--- config.mk ---
export PLATFORM = sky130hd
export DESIGN_NAME = mem_port_arbiter
export DESIGN_NICKNAME = d
export VERILOG_FILES = /design/src/rtl/mem_port_arbiter.sv
export SDC_FILE = /design/constraint.sdc
export NUM_CORES = 1
export LEC_CHECK = 0
export CORE_MARGIN = 1.5
export CORE_UTILIZATION = 37
export CTS_CLUSTER_DIAMETER = 60
export CTS_CLUSTER_SIZE = 20
export DETAILED_ROUTE_END_ITERATION = 8
export PLACE_DENSITY = 0.77
export SYNTH_ARGS = -nofsm -noshare
export SYNTH_HDL_FRONTEND = slang
export SYNTH_SLANG_ARGS = --single-unit
--- constraint.sdc ---
create_clock -name clk_i -period 1.6 [get_ports clk_i]
set_input_delay 0.32 -clock clk_i [delete_from_list [all_inputs] [get_ports clk_i]]
set_output_delay 0.32 -clock clk_i [all_outputs]
set_load 0.005 [all_outputs]
--- src/rtl/mem_port_arbiter.sv ---
`default_nettype none
// ============================================================================
// Module   : mem_port_arbiter
// Purpose  : Shares one single-port, fixed-latency unified memory between the
//            fetch stage and the memory stage. Data requests win by default;
//            a starvation counter forces a fetch grant after STARVE_LIMIT
//            consecutive losses. One transaction is in flight at a time.
// Ports    : clk_i / rst_i         clock, synchronous active-low reset
//            ifetch_*              fetch requester (read only)
//            dmem_*                data requester (read / write)
//            mem_*                 shared memory macro interface
//            stall_fetch_o/mem_o   per-requester stalls for hazard logic
//            busy_o                high whenever the FSM is not idle
// Revision : 1.0 - initial release
// ============================================================================
module mem_port_arbiter #(
  parameter int ADDR_WIDTH   = 32,
  parameter int DATA_WIDTH   = 32,
  parameter int MEM_LATENCY  = 2,
  parameter int STARVE_LIMIT = 3
) (
  input  logic                  clk_i,
  input  logic                  rst_i,
  input  logic                  ifetch_req_i,
  input  logic [ADDR_WIDTH-1:0] ifetch_addr_i,
  output logic [DATA_WIDTH-1:0] ifetch_rdata_o,
  output logic                  ifetch_valid_o,
  input  logic                  dmem_req_i,
  input  logic                  dmem_we_i,
  input  logic [ADDR_WIDTH-1:0] dmem_addr_i,
  input  logic [DATA_WIDTH-1:0] dmem_wdata_i,
  output logic [DATA_WIDTH-1:0] dmem_rdata_o,
  output logic                  dmem_valid_o,
  output logic                  mem_req_o,
  output logic                  mem_we_o,
  output logic [ADDR_WIDTH-1:0] mem_addr_o,
  output logic [DATA_WIDTH-1:0] mem_wdata_o,
  input  logic [DATA_WIDTH-1:0] mem_rdata_i,
  output logic                  stall_fetch_o,
  output logic                  stall_mem_o,
  output logic                  busy_o
);

  localparam int SC_W = $clog2(STARVE_LIMIT + 1);
  localparam int WC_W = $clog2(MEM_LATENCY + 1);
  localparam logic [SC_W-1:0] STARVE_MAX = SC_W'(STARVE_LIMIT);
  localparam logic [WC_W-1:0] WAIT_LOAD  = WC_W'(MEM_LATENCY);
  localparam logic [WC_W-1:0] WAIT_LAST  = WC_W'(1);

  typedef enum logic [1:0] {
    ST_IDLE  = 2'd0,
    ST_ISSUE = 2'd1,
    ST_WAIT  = 2'd2,
    ST_RESP  = 2'd3
  } state_t;

  state_t                state_q,        state_d;
  logic [SC_W-1:0]       starve_cnt_q,   starve_cnt_d;
  logic [WC_W-1:0]       wait_cnt_q,     wait_cnt_d;
  logic                  owner_data_q,   owner_data_d;
  logic                  we_q,           we_d;
  logic [ADDR_WIDTH-1:0] addr_q,         addr_d;
  logic [DATA_WIDTH-1:0] wdata_q,        wdata_d;
  logic [DATA_WIDTH-1:0] ifetch_rdata_q, ifetch_rdata_d;
  logic [DATA_WIDTH-1:0] dmem_rdata_q,   dmem_rdata_d;

  always_comb begin
    state_d        = state_q;
    starve_cnt_d   = starve_cnt_q;
    wait_cnt_d     = wait_cnt_q;
    owner_data_d   = owner_data_q;
    we_d           = we_q;
    addr_d         = addr_q;
    wdata_d        = wdata_q;
    ifetch_rdata_d = ifetch_rdata_q;
    dmem_rdata_d   = dmem_rdata_q;

    case (state_q)
      ST_IDLE: begin
        if (!ifetch_req_i) begin
          starve_cnt_d = '0;
        end
        if (ifetch_req_i || dmem_req_i) begin
          // Data wins unless fetch has already lost STARVE_LIMIT times in a row.
          if (dmem_req_i && !(ifetch_req_i && (starve_cnt_q == STARVE_MAX))) begin
            owner_data_d = 1'b1;
            we_d         = dmem_we_i;
            addr_d       = dmem_addr_i;
            wdata_d      = dmem_wdata_i;
            // Reaching this branch with fetch pending implies starve_cnt_q is
            // below the limit, so the increment cannot overflow.
            if (ifetch_req_i) begin
              starve_cnt_d = starve_cnt_q + 1'b1;
            end
          end else begin
            owner_data_d = 1'b0;
            we_d         = 1'b0;
            addr_d       = ifetch_addr_i;
            starve_cnt_d = '0;
          end
          state_d = ST_ISSUE;
        end
      end

      ST_ISSUE: begin
        if (we_q) begin
          state_d = ST_RESP;
        end else begin
          wait_cnt_d = WAIT_LOAD;
          state_d    = ST_WAIT;
        end
      end

      ST_WAIT: begin
        wait_cnt_d = wait_cnt_q - 1'b1;
        if (wait_cnt_q == WAIT_LAST) begin
          if (owner_data_q) begin
            dmem_rdata_d = mem_rdata_i;
          end else begin
            ifetch_rdata_d = mem_rdata_i;
          end
          state_d = ST_RESP;
        end
      end

      ST_RESP: begin
        // No arbitration here: a requester still holding req is re-served
        // only after the FSM passes through IDLE again.
        state_d = ST_IDLE;
      end

      default: begin
        state_d = ST_IDLE;
      end
    endcase
  end

  always_ff @(posedge clk_i) begin
    if (!rst_i) begin
      state_q        <= ST_IDLE;
      starve_cnt_q   <= '0;
      wait_cnt_q     <= '0;
      owner_data_q   <= 1'b0;
      we_q           <= 1'b0;
      addr_q         <= '0;
      wdata_q        <= '0;
      ifetch_rdata_q <= '0;
      dmem_rdata_q   <= '0;
    end else begin
      state_q        <= state_d;
      starve_cnt_q   <= starve_cnt_d;
      wait_cnt_q     <= wait_cnt_d;
      owner_data_q   <= owner_data_d;
      we_q           <= we_d;
      addr_q         <= addr_d;
      wdata_q        <= wdata_d;
      ifetch_rdata_q <= ifetch_rdata_d;
      dmem_rdata_q   <= dmem_rdata_d;
    end
  end

  assign mem_req_o      = (state_q == ST_ISSUE);
  assign mem_we_o       = we_q;
  assign mem_addr_o     = addr_q;
  assign mem_wdata_o    = wdata_q;
  assign ifetch_valid_o = (state_q == ST_RESP) && !owner_data_q;
  assign dmem_valid_o   = (state_q == ST_RESP) &&  owner_data_q;
  assign ifetch_rdata_o = ifetch_rdata_q;
  assign dmem_rdata_o   = dmem_rdata_q;
  assign stall_fetch_o  = ifetch_req_i & ~ifetch_valid_o;
  assign stall_mem_o    = dmem_req_i & ~dmem_valid_o;
  assign busy_o         = (state_q != ST_IDLE);

endmodule
`default_nettype wire

==> impl_metrics.py <==
metrics = {
    "global_route": {
        "antenna_found_initial": 0,
        "grt_max_degree": 59,
        "gr-usage-all-layers": 0.212,
        "grt_pass1_vias": 5187,
        "grt_overflow_total": 0,
        "grt_pass1_wl_microns": 26200,
    },
    "critical_path": {
        "crit_fanout": 3,
        "r2r_start": "state_q[1]$_SDFFE_PN0P_",
        "critPathCaptureType": "output pin",
        "worstPathArrival_ns": 1.32,
        "crit_required_ns": 1.28,
        "r2r_cells": 6,
        "r2r-end": "state_q[0]$_SDFFE_PN0P_",
        "critical_path_class": "flip-flop to output pin",
        "startpoint_type": "flip-flop",
        "rrSetupSlack_ns": 0.06,
    },
    "cells_and_area": {
        "regArea_sq_um": 2760,
        "nNetsFinal": 1068,
        "syn_to_final_growth_pct": 71.7,
        "multi_input_area_sq_um": 2530,
        "fillers": 1212,
        "finalNonFillerCells": 1125,
        "postLayoutCoreUtil": 0.648,
        "antennaDiodeCount": 0,
        "drive_gt1_frac": 0.123,
        "fin_area_sq_um": 9340,
    },
    "logic_synthesis": {
        "synth_common_cells": "nand2_1, dfxtp_1, a21boi_0, o21ai_0, mux2i_1",
        "synth.avg_cell_area_sq_um": 8.32,
        "synth.most_common_cell": "nand2_1",
        "yosys.area_share.simple": 0.202,
        "ys_seq_area_frac": 0.501,
        "synth_top_family_by_area": "simple AND/OR/NAND/NOR gates",
        "ys.warnings.count": 0,
        "synth_top_area_frac": 0.501,
        "ys_types": 30,
        "synth_flop_cell": "dfxtp_1",
        "yosys.area_share.xor_xnor": 0,
        "synth.area.mux_share": 0.0607,
        "yosys-top-cells-area": "dfxtp_1, nand2_1, a21boi_0, mux2i_1, a31oi_1",
        "ys_ff_latch": 136,
        "syn_nets": 793,
        "synth_edf_count": 0,
        "yosysTopAreaCell": "dfxtp_1",
        "synth_compound_area_frac": 0.178,
        "synth_cells": 654,
        "synth_area_sq_um": 5440,
        "synthAdderAreaFrac": 0.0138,
        "ys_async_sr_fraction": 0,
    },
    "timing": {
        "worst_pin_slew_ns": 0.254,
        "finalHoldViolCount": 0,
        "setup_viol": 4,
        "fin_skew_ns": 0.00450,
        "period_minus_slack_ns": 1.64,
        "rsz0062_at_grt": "true",
        "fmax_mhz": 609,
        "fin_crit_sh": 1.03,
        "maxSlewHeadroom": 0.829,
        "fin_hold_ws_ns": 0.289,
        "setup_slack_ns": -0.0411,
        "maxSlewViolCount": 0,
    },
    "die": {
        "dieArea_sq_um": 15400,
        "core_sq_um": 14400,
        "rows": 44,
        "ios": 268,
        "start_util": 0.377,
        "die_x_microns": 124,
        "die_h_microns": 124,
    },
    "pwr": {
        "p_leak_nw": 4.70,
        "ir_worst_vdd_v": 0.000624,
        "power_w": 0.0110,
        "powerDensity_nw_per_um2": 1180,
    },
    "detailed_routing": {
        "first_pass_iters": 4,
        "ant_nets": 0,
        "dr.max_layer_used": "met4",
        "wl_met3_microns": 1340,
        "drc": 0,
        "met1_length_microns": 6820,
        "drt_iter0_drc": 251,
        "vias_per_cell": 4.81,
        "wl_microns": 16800,
        "wl_met2_microns": 8340,
        "post_drt_wl_per_cell_microns": 14.9,
        "vias": 5415,
    },
    "clock_network": {
        "tritoncts": "built",
        "clock_latency_ns": 0.41,
        "max-clock-path-buffers": 2,
        "path_clk_slew_ns": 0.06,
        "root_buffer": "clkbuf_16",
        "cts.sinks": 136,
        "htree_levels": 4,
        "numCtsBuffers": 17,
        "cts.hold.buffers_added": 0,
    },
    "place": {
        "dp_hpwl_microns": 11500,
        "place_area_sq_um": 8530,
        "dp.cells": 1090,
        "gp_congestion": 0.772,
        "port_buffers": 267,
    },
    "min_path": {
        "min_path_type": "input port to flip-flop",
        "hold_start": "rst_i",
        "holdPathEnd": "wait_cnt_q[1]$_SDFFE_PN0P_",
        "hold_depth": 2,
    },
    "status": {
        "violations": "setup timing",
        "status": "finished with violations",
    },
    "job": {
        "cap_violations": 0,
    },
}
## timing repair
item	CTS	global route
pin swaps	1	1
resized for setup	74	87
endpoints found under the setup margin	41	135
gates cloned	0	3
setup buffers	0	1
## area by class of cell
cell class,instances,share of cell area
timing repair buffer,307,0.348
sequential,136,0.295
multi-input combinational,463,0.271
clock buffer,20,0.0489
tap,184,0.0246
clock inverter,11,0.0106
inverter,4,0.00161
## per-stage QoR
stage          setup TNS (ns)  worst slack [ns]
6_report               -0.130           -0.0411
5_1_grt                -0.373            -0.105
4_1_cts                -0.248           -0.0695
3_5_place_dp           -16.20            -0.346
3_3_place_gp           -13.80            -0.337
2_1_floorplan               0            0.0981
## cells by family (layout without fill, tap and decap cells)
| logic type | count (synthesis) | in the layout |
|---|---|---|
| buffers and inverters | 55 | 342 |
| DFF | 136 | 136 |
| muxes | 33 | 33 |
| AOI/OAI and AO/OA | 144 | 144 |
| and+or+nand+nor | 280 | 280 |
| adders and majority gates | 6 | 6 |
## how the worst max path moves through the flow
stage	start	end	depth (start not counted)
6_report	state_q[1]$_SDFFE_PN0P_	stall_mem_o	4
5_1_grt	state_q[1]$_SDFFE_PN0P_	stall_mem_o	4
2_1_floorplan	state_q[0]$_SDFFE_PN0P_	mem_addr_o[11]$_SDFFE_PN0P_	8
3_5_place_dp	dmem_req_i	stall_mem_o	3
3_3_place_gp	dmem_req_i	stall_mem_o	3
4_1_cts	state_q[1]$_SDFFE_PN0P_	stall_mem_o	4
## flip-flops by register name, indices dropped and copies added, names as in the netlist
name            flops
dmem_rdata_o       32
ifetch_rdata_o     32
mem_addr_o         32
mem_wdata_o        32
mem_we_o            1
owner_data_q        1
starve_cnt_q        2
state_q             2
wait_cnt_q          2
## where the power goes
part	switching, W	leakage [nW]	total [W]	internal [W]
Sequential	0.000271	1.12	0.00421	0.00394
Combinational	0.00130	3.32	0.00308	0.00178
Clock	0.00148	0.268	0.00369	0.00221
## layout by cell type (no fill, tap or decap), types with 2 or more instances in the layout
master | Yosys | layout
nand2_1 | 263 | 263
nand3_1 | 2 | 2
buf_12 | 0 | 12
o21ai_0 | 35 | 35
dlymetal6s2s_1 | 0 | 59
nor2_1 | 2 | 2
clkbuf_16 | 0 | 20
mux2i_1 | 33 | 33
ha_1 | 6 | 2
clkinvlp_4 | 0 | 3
a21boi_0 | 55 | 52
inv_1 | 4 | 3
dlygate4sd2_1 | 0 | 34
nor2b_1 | 4 | 3
clkdlybuf4s50_1 | 0 | 167
clkbuf_8 | 0 | 2
buf_4 | 0 | 26
dfxtp_1 | 136 | 111
ha_4 | 0 | 3
buf_2 | 31 | 5
a21boi_1 | 12 | 15
clkinv_2 | 0 | 4
inv_6 | 0 | 2
a31oi_1 | 32 | 32
nand3b_1 | 3 | 3
dfxtp_2 | 0 | 24
## worst max-delay path: stages (launching register included)
cell,delay (ns)
dfxtp_4,0.36
ha_4,0.16
and2_4,0.15
nor2b_1,0.11
buf_2,0.14
## routing by layer
metal  global-route usage  up-vias
li1                     -     2712
met1                0.240     2471
met2                0.367      214
met3               0.0750       18
met4               0.0744        0
met5                    0        -
No activity file was read; power rests on OpenSTA's default activity.
